[config.mk]
export PLATFORM = sky130hd
export DESIGN_NAME = bip_result_uart_tx
export DESIGN_NICKNAME = d
export VERILOG_FILES = /design/src/rtl/bip_result_uart_tx.sv
export SDC_FILE = /design/constraint.sdc
export NUM_CORES = 1
export LEC_CHECK = 0
export ABC_AREA = 1
export CORE_MARGIN = 5
export CORE_UTILIZATION = 35
export CTS_BUF_LIST = sky130_fd_sc_hd__clkbuf_4 sky130_fd_sc_hd__clkbuf_8
export DETAILED_ROUTE_END_ITERATION = 10
export SLEW_MARGIN = 25
export SYNTH_ARGS = -nofsm -noshare
export SYNTH_HDL_FRONTEND = slang
export SYNTH_SLANG_ARGS = --single-unit
export TNS_END_PERCENT = 30
[constraint.sdc]
create_clock -name i_clock -period 2.91 [get_ports i_clock]
set_input_delay 0.582 -clock i_clock [delete_from_list [all_inputs] [get_ports i_clock]]
set_output_delay 0.582 -clock i_clock [all_outputs]
set_load 0.02 [all_outputs]
[src/rtl/bip_result_uart_tx.sv]
// Result frame transmitter for the BIP processor top.
// Latches result and run-cycle count on halt, then sends a 6-byte 8N1 frame.
module bip_result_uart_tx #(
    parameter int         DATA_LENGTH  = 16,
    parameter int         CNT_BITS     = 16,
    parameter int         CLKS_PER_BIT = 5208,
    parameter logic [7:0] HEADER       = 8'hA5
) (
    input  logic                   i_clock,
    input  logic                   i_reset,
    input  logic                   i_flag,
    input  logic [DATA_LENGTH-1:0] i_data,
    output logic                   o_tx,
    output logic                   o_busy,
    output logic                   o_done
);

    localparam int BW = (CLKS_PER_BIT > 1) ? $clog2(CLKS_PER_BIT) : 1;
    localparam logic [BW-1:0] BAUD_MAX = BW'(CLKS_PER_BIT - 1);
    localparam logic [2:0] LAST_BYTE = 3'd5;

    typedef enum logic [2:0] {
        IDLE,
        START,
        DATA,
        STOP,
        DONE
    } state_t;

    state_t state_q, state_d;

    logic [BW-1:0]          baud_q, baud_d;
    logic [2:0]             bit_q, bit_d;
    logic [2:0]             byte_q, byte_d;
    logic                   flag_q;
    logic [CNT_BITS-1:0]    run_cnt_q;
    logic [DATA_LENGTH-1:0] data_q;
    logic [CNT_BITS-1:0]    cnt_lat_q;
    logic [7:0]             chk_q;
    logic                   rise;
    logic                   accept;
    logic                   baud_end;
    logic                   tx_d;
    logic                   busy_d;
    logic [7:0]             cur_byte;

    assign rise     = i_flag & ~flag_q;
    assign accept   = rise & ((state_q == IDLE) | (state_q == DONE));
    assign baud_end = (baud_q == BAUD_MAX);

    always_ff @(posedge i_clock or negedge i_reset) begin
        if (!i_reset) begin
            flag_q    <= 1'b0;
            run_cnt_q <= '0;
        end else begin
            flag_q <= i_flag;
            if (!i_flag && run_cnt_q != '1)
                run_cnt_q <= run_cnt_q + CNT_BITS'(1);
        end
    end

    // Frame contents are frozen at the accepted start edge.
    always_ff @(posedge i_clock or negedge i_reset) begin
        if (!i_reset) begin
            data_q    <= '0;
            cnt_lat_q <= '0;
            chk_q     <= '0;
        end else if (accept) begin
            data_q    <= i_data;
            cnt_lat_q <= run_cnt_q;
            chk_q     <= i_data[15:8] ^ i_data[7:0]
                       ^ run_cnt_q[15:8] ^ run_cnt_q[7:0];
        end
    end

    always_comb begin
        cur_byte = HEADER;
        unique case (byte_q)
            3'd0:    cur_byte = HEADER;
            3'd1:    cur_byte = data_q[15:8];
            3'd2:    cur_byte = data_q[7:0];
            3'd3:    cur_byte = cnt_lat_q[15:8];
            3'd4:    cur_byte = cnt_lat_q[7:0];
            3'd5:    cur_byte = chk_q;
            default: cur_byte = HEADER;
        endcase
    end

    always_ff @(posedge i_clock or negedge i_reset) begin
        if (!i_reset) begin
            state_q <= IDLE;
            baud_q  <= '0;
            bit_q   <= '0;
            byte_q  <= '0;
            o_tx    <= 1'b1;
            o_busy  <= 1'b0;
            o_done  <= 1'b0;
        end else begin
            state_q <= state_d;
            baud_q  <= baud_d;
            bit_q   <= bit_d;
            byte_q  <= byte_d;
            o_tx    <= tx_d;
            o_busy  <= busy_d;
            o_done  <= (state_d == DONE);
        end
    end

    always_comb begin
        state_d = state_q;
        baud_d  = baud_q + BW'(1);
        bit_d   = bit_q;
        byte_d  = byte_q;
        unique case (state_q)
            IDLE, DONE: begin
                baud_d = '0;
                if (accept) begin
                    state_d = START;
                    byte_d  = '0;
                end
            end
            START: begin
                if (baud_end) begin
                    state_d = DATA;
                    baud_d  = '0;
                    bit_d   = '0;
                end
            end
            DATA: begin
                if (baud_end) begin
                    baud_d = '0;
                    if (bit_q == 3'd7)
                        state_d = STOP;
                    else
                        bit_d = bit_q + 3'd1;
                end
            end
            STOP: begin
                if (baud_end) begin
                    baud_d = '0;
                    if (byte_q == LAST_BYTE) begin
                        state_d = DONE;
                    end else begin
                        byte_d  = byte_q + 3'd1;
                        state_d = START;
                    end
                end
            end
            default: begin
                state_d = IDLE;
                baud_d  = '0;
            end
        endcase
    end

    // Line level is computed from the next state so the pin is a flop.
    always_comb begin
        tx_d   = 1'b1;
        busy_d = 1'b0;
        unique case (state_d)
            START: begin
                tx_d   = 1'b0;
                busy_d = 1'b1;
            end
            DATA: begin
                tx_d   = cur_byte[bit_d];
                busy_d = 1'b1;
            end
            STOP: begin
                busy_d = 1'b1;
            end
            default: begin
                tx_d   = 1'b1;
                busy_d = 1'b0;
            end
        endcase
    end

endmodule

==> impl_metrics.ini <==
[status]
status = complete, no violations

[finish]
multi_input_area_sq_um = 1970
diodes = 0
final_cell_count_no_fill = 725
drive_gt1_frac = 0.0952
post-route-util = 0.406
regArea_sq_um = 2050
syn_to_final_growth_pct = 13.8
nets = 579
fill_cells = 1221

[timing]
rsz0062_at_grt = no
fin_crit_ns = 2.06
slew_viol_final = 0
worst_pin_slew_ns = 0.619
whs_ns = 0.161
hold_viol_final = 0
setup-tns-final_ns = 0
finalSetupViolCount = 0
slew-limit-headroom = 0.586
max_freq_mhz = 484
fin_crit_sh = 0.709
clock-skew-final_ns = 0.0108

[die]
coreArea_sq_um = 12100
initial_utilization = 0.357
rows = 40
die_height_um = 121
num_io_pins = 22
die_x_um = 121
die-area_sq_um = 14600

[min_path]
holdCritPathClass = primary input to async pin

[route]
ant_nets = 0
dr_total_vias = 3331
drtPass1Iterations = 4
drt_wl_total_um = 9490
via_per_inst = 4.59
drc_errors = 0
routedWlPerCell_um = 13.1
drtIter0Drc = 186

[cts]
post_cts_resized = 0
post_cts_buffers = 0
root_buffer = clkbuf_8
cts_tree = yes
clkLatencyLatePin_ns = 0.38
numCtsBuffers = 9
numClockSinks = 82
cts.hold.buffers_added = 0
cts.clk_slew.worst_paths_ns = 0.08
htree_num_levels = 3
clk_path_buf_depth = 2

[setup_path]
critPathCaptureType = output port
cp_max_fo = 1
worstPathRequired_ns = 2.33
path_cells = clkdlybuf4s50_1
path_delay_family = buffers and inverters
path_buf_inv = 1
timing.rr.end = o_tx
regToRegSetupSlack_ns = 0.89
crit_start = o_tx
r2r_cells = 12
crit_path_start_kind = register
crit_arrival_ns = 1.48
r2r_start = byte_q[1]
worstSetupPathType = register to output port
cp.depth = 1
cpPeakStageDelay_ns = 0.59
crit_end = o_tx
cp_slowest_cell = clkdlybuf4s50_1

[grt]
grt_pass1_wl_um = 16400
grt_remaining_overflow = 0
grt_max_degree = 55
track_usage = 0.142
grt_pass1_vias = 3519
antenna_found_initial = 0

[logic_synthesis]
synthCells = 527
ys_top_cells_by_count = 164 x nand2_1, 81 x dfrtp_1, 51 x inv_1, 42 x nand3_1, 35 x nor2_1
synth.area.top_cells = dfrtp_1 47%, nand2_1 14%, xnor2_1 5.1%
post-synth-top-area-cell = dfrtp_1
synth_top_flop_cell = dfrtp_1
syn_area_per_cell_sq_um = 8.17
ys_seq_elements = 82
ys_warn_count = 0
synth_top_area_share = 0.471
synth_edf_count = 0
syn_area_sq_um = 4310
synth_nets = 554
synthDistinctLibCells = 40
yosysSeqAreaShare = 0.477
yosysMostFrequentCell = nand2_1
ys_async_sr_fraction = 1.00

[flow_run]
cap_violations = 0

[power_and_ir_drop]
power_mw = 2.41
power_density_nw_per_um2 = 493
leakagePower_nw = 2.40
ir_worst_vdd_v = 0.000437

[place]
dp_cells = 709
dp_hpwl_um = 6950
port_buffers = 21
place_congestion = 0.805
[layout by cell type (no fill, tap or decap), types with 2 or more instances in the layout]
cell type,instances
clkbuf_8,10
inv_2,8
nand2_2,4
inv_6,2
nand2_1,164
nor2_4,3
nor3_1,7
nor2_2,4
o21ai_0,28
ha_1,8
nor4_1,2
nor2_1,35
nand2_4,2
dfrtp_1,81
clkdlybuf4s50_1,20
buf_4,3
xnor2_1,25
clkinv_1,2
nand3_2,3
a21oi_1,9
inv_1,51
nand3_1,42
clkinv_4,3
o21ai_1,2
nand4_2,2
nand4_1,2
xor2_1,17
[sequential cells by signal, indices dropped and copies added (netlist names)]
signal,cells
bit_q,3
o_busy,1
run_cnt_q,16
o_tx,1
chk_q,8
byte_q,3
flag_q,1
state_q,3
o_done,1
cnt_lat_q,16
data_q,16
baud_q,13
[per-layer routing]
metal,vias to the layer above,share of wire,wire [um],track usage
li1,1704,-,-,-
met1,1566,0.44,4210,0.169
met2,45,0.50,4730,0.245
met3,16,0.042,394,0.0434
met4,0,0.017,157,0.0432
met5,-,0,0,0
[report_power, final]
part           internal, mW  total (mW)  leakage [nW]  switching (mW)
clock                 0.342       0.795        0.0972           0.453
combinational         0.149       0.293          1.29           0.143
sequential             1.21        1.33          1.02           0.113
[per-stage QoR]
| step | setup WS, ns | area (sq um) |
|---|---|---|
| after floorplan | 1.26 | 4310 |
| after global placement | 0.784 | 4710 |
| after detailed placement | 0.710 | 4710 |
| after CTS | 0.819 | 4900 |
| after global routing | 0.664 | 4900 |
| final | 0.845 | 4900 |
[worst min path at each step]
stage,to,slack (ns),start,depth (start not counted)
3_5_place_dp,baud_q[0],0.46,baud_q[0],1
3_3_place_gp,baud_q[0],0.45,baud_q[0],1
5_1_grt,baud_q[3],0.20,i_reset,1
4_1_cts,baud_q[5],0.18,i_reset,1
6_report,baud_q[3],0.16,i_reset,1
2_1_floorplan,baud_q[0],0.29,i_reset,0
[area by class of cell]
class,count,area share
Multi-Input combinational cell,373,0.403
Tap cell,168,0.0429
Clock inverter,6,0.00996
Clock buffer,10,0.0281
Timing Repair Buffer,24,0.0495
Inverter,62,0.0480
Sequential cell,82,0.419
[cell families after synthesis]
group | share of synthesized area
compound gates | 0.0622
xor+xnor | 0.0854
fa+ha+maj | 0.0232
buf+inv | 0.0651
flops | 0.477
simple gates | 0.287
(Power assumes the default switching activity.)
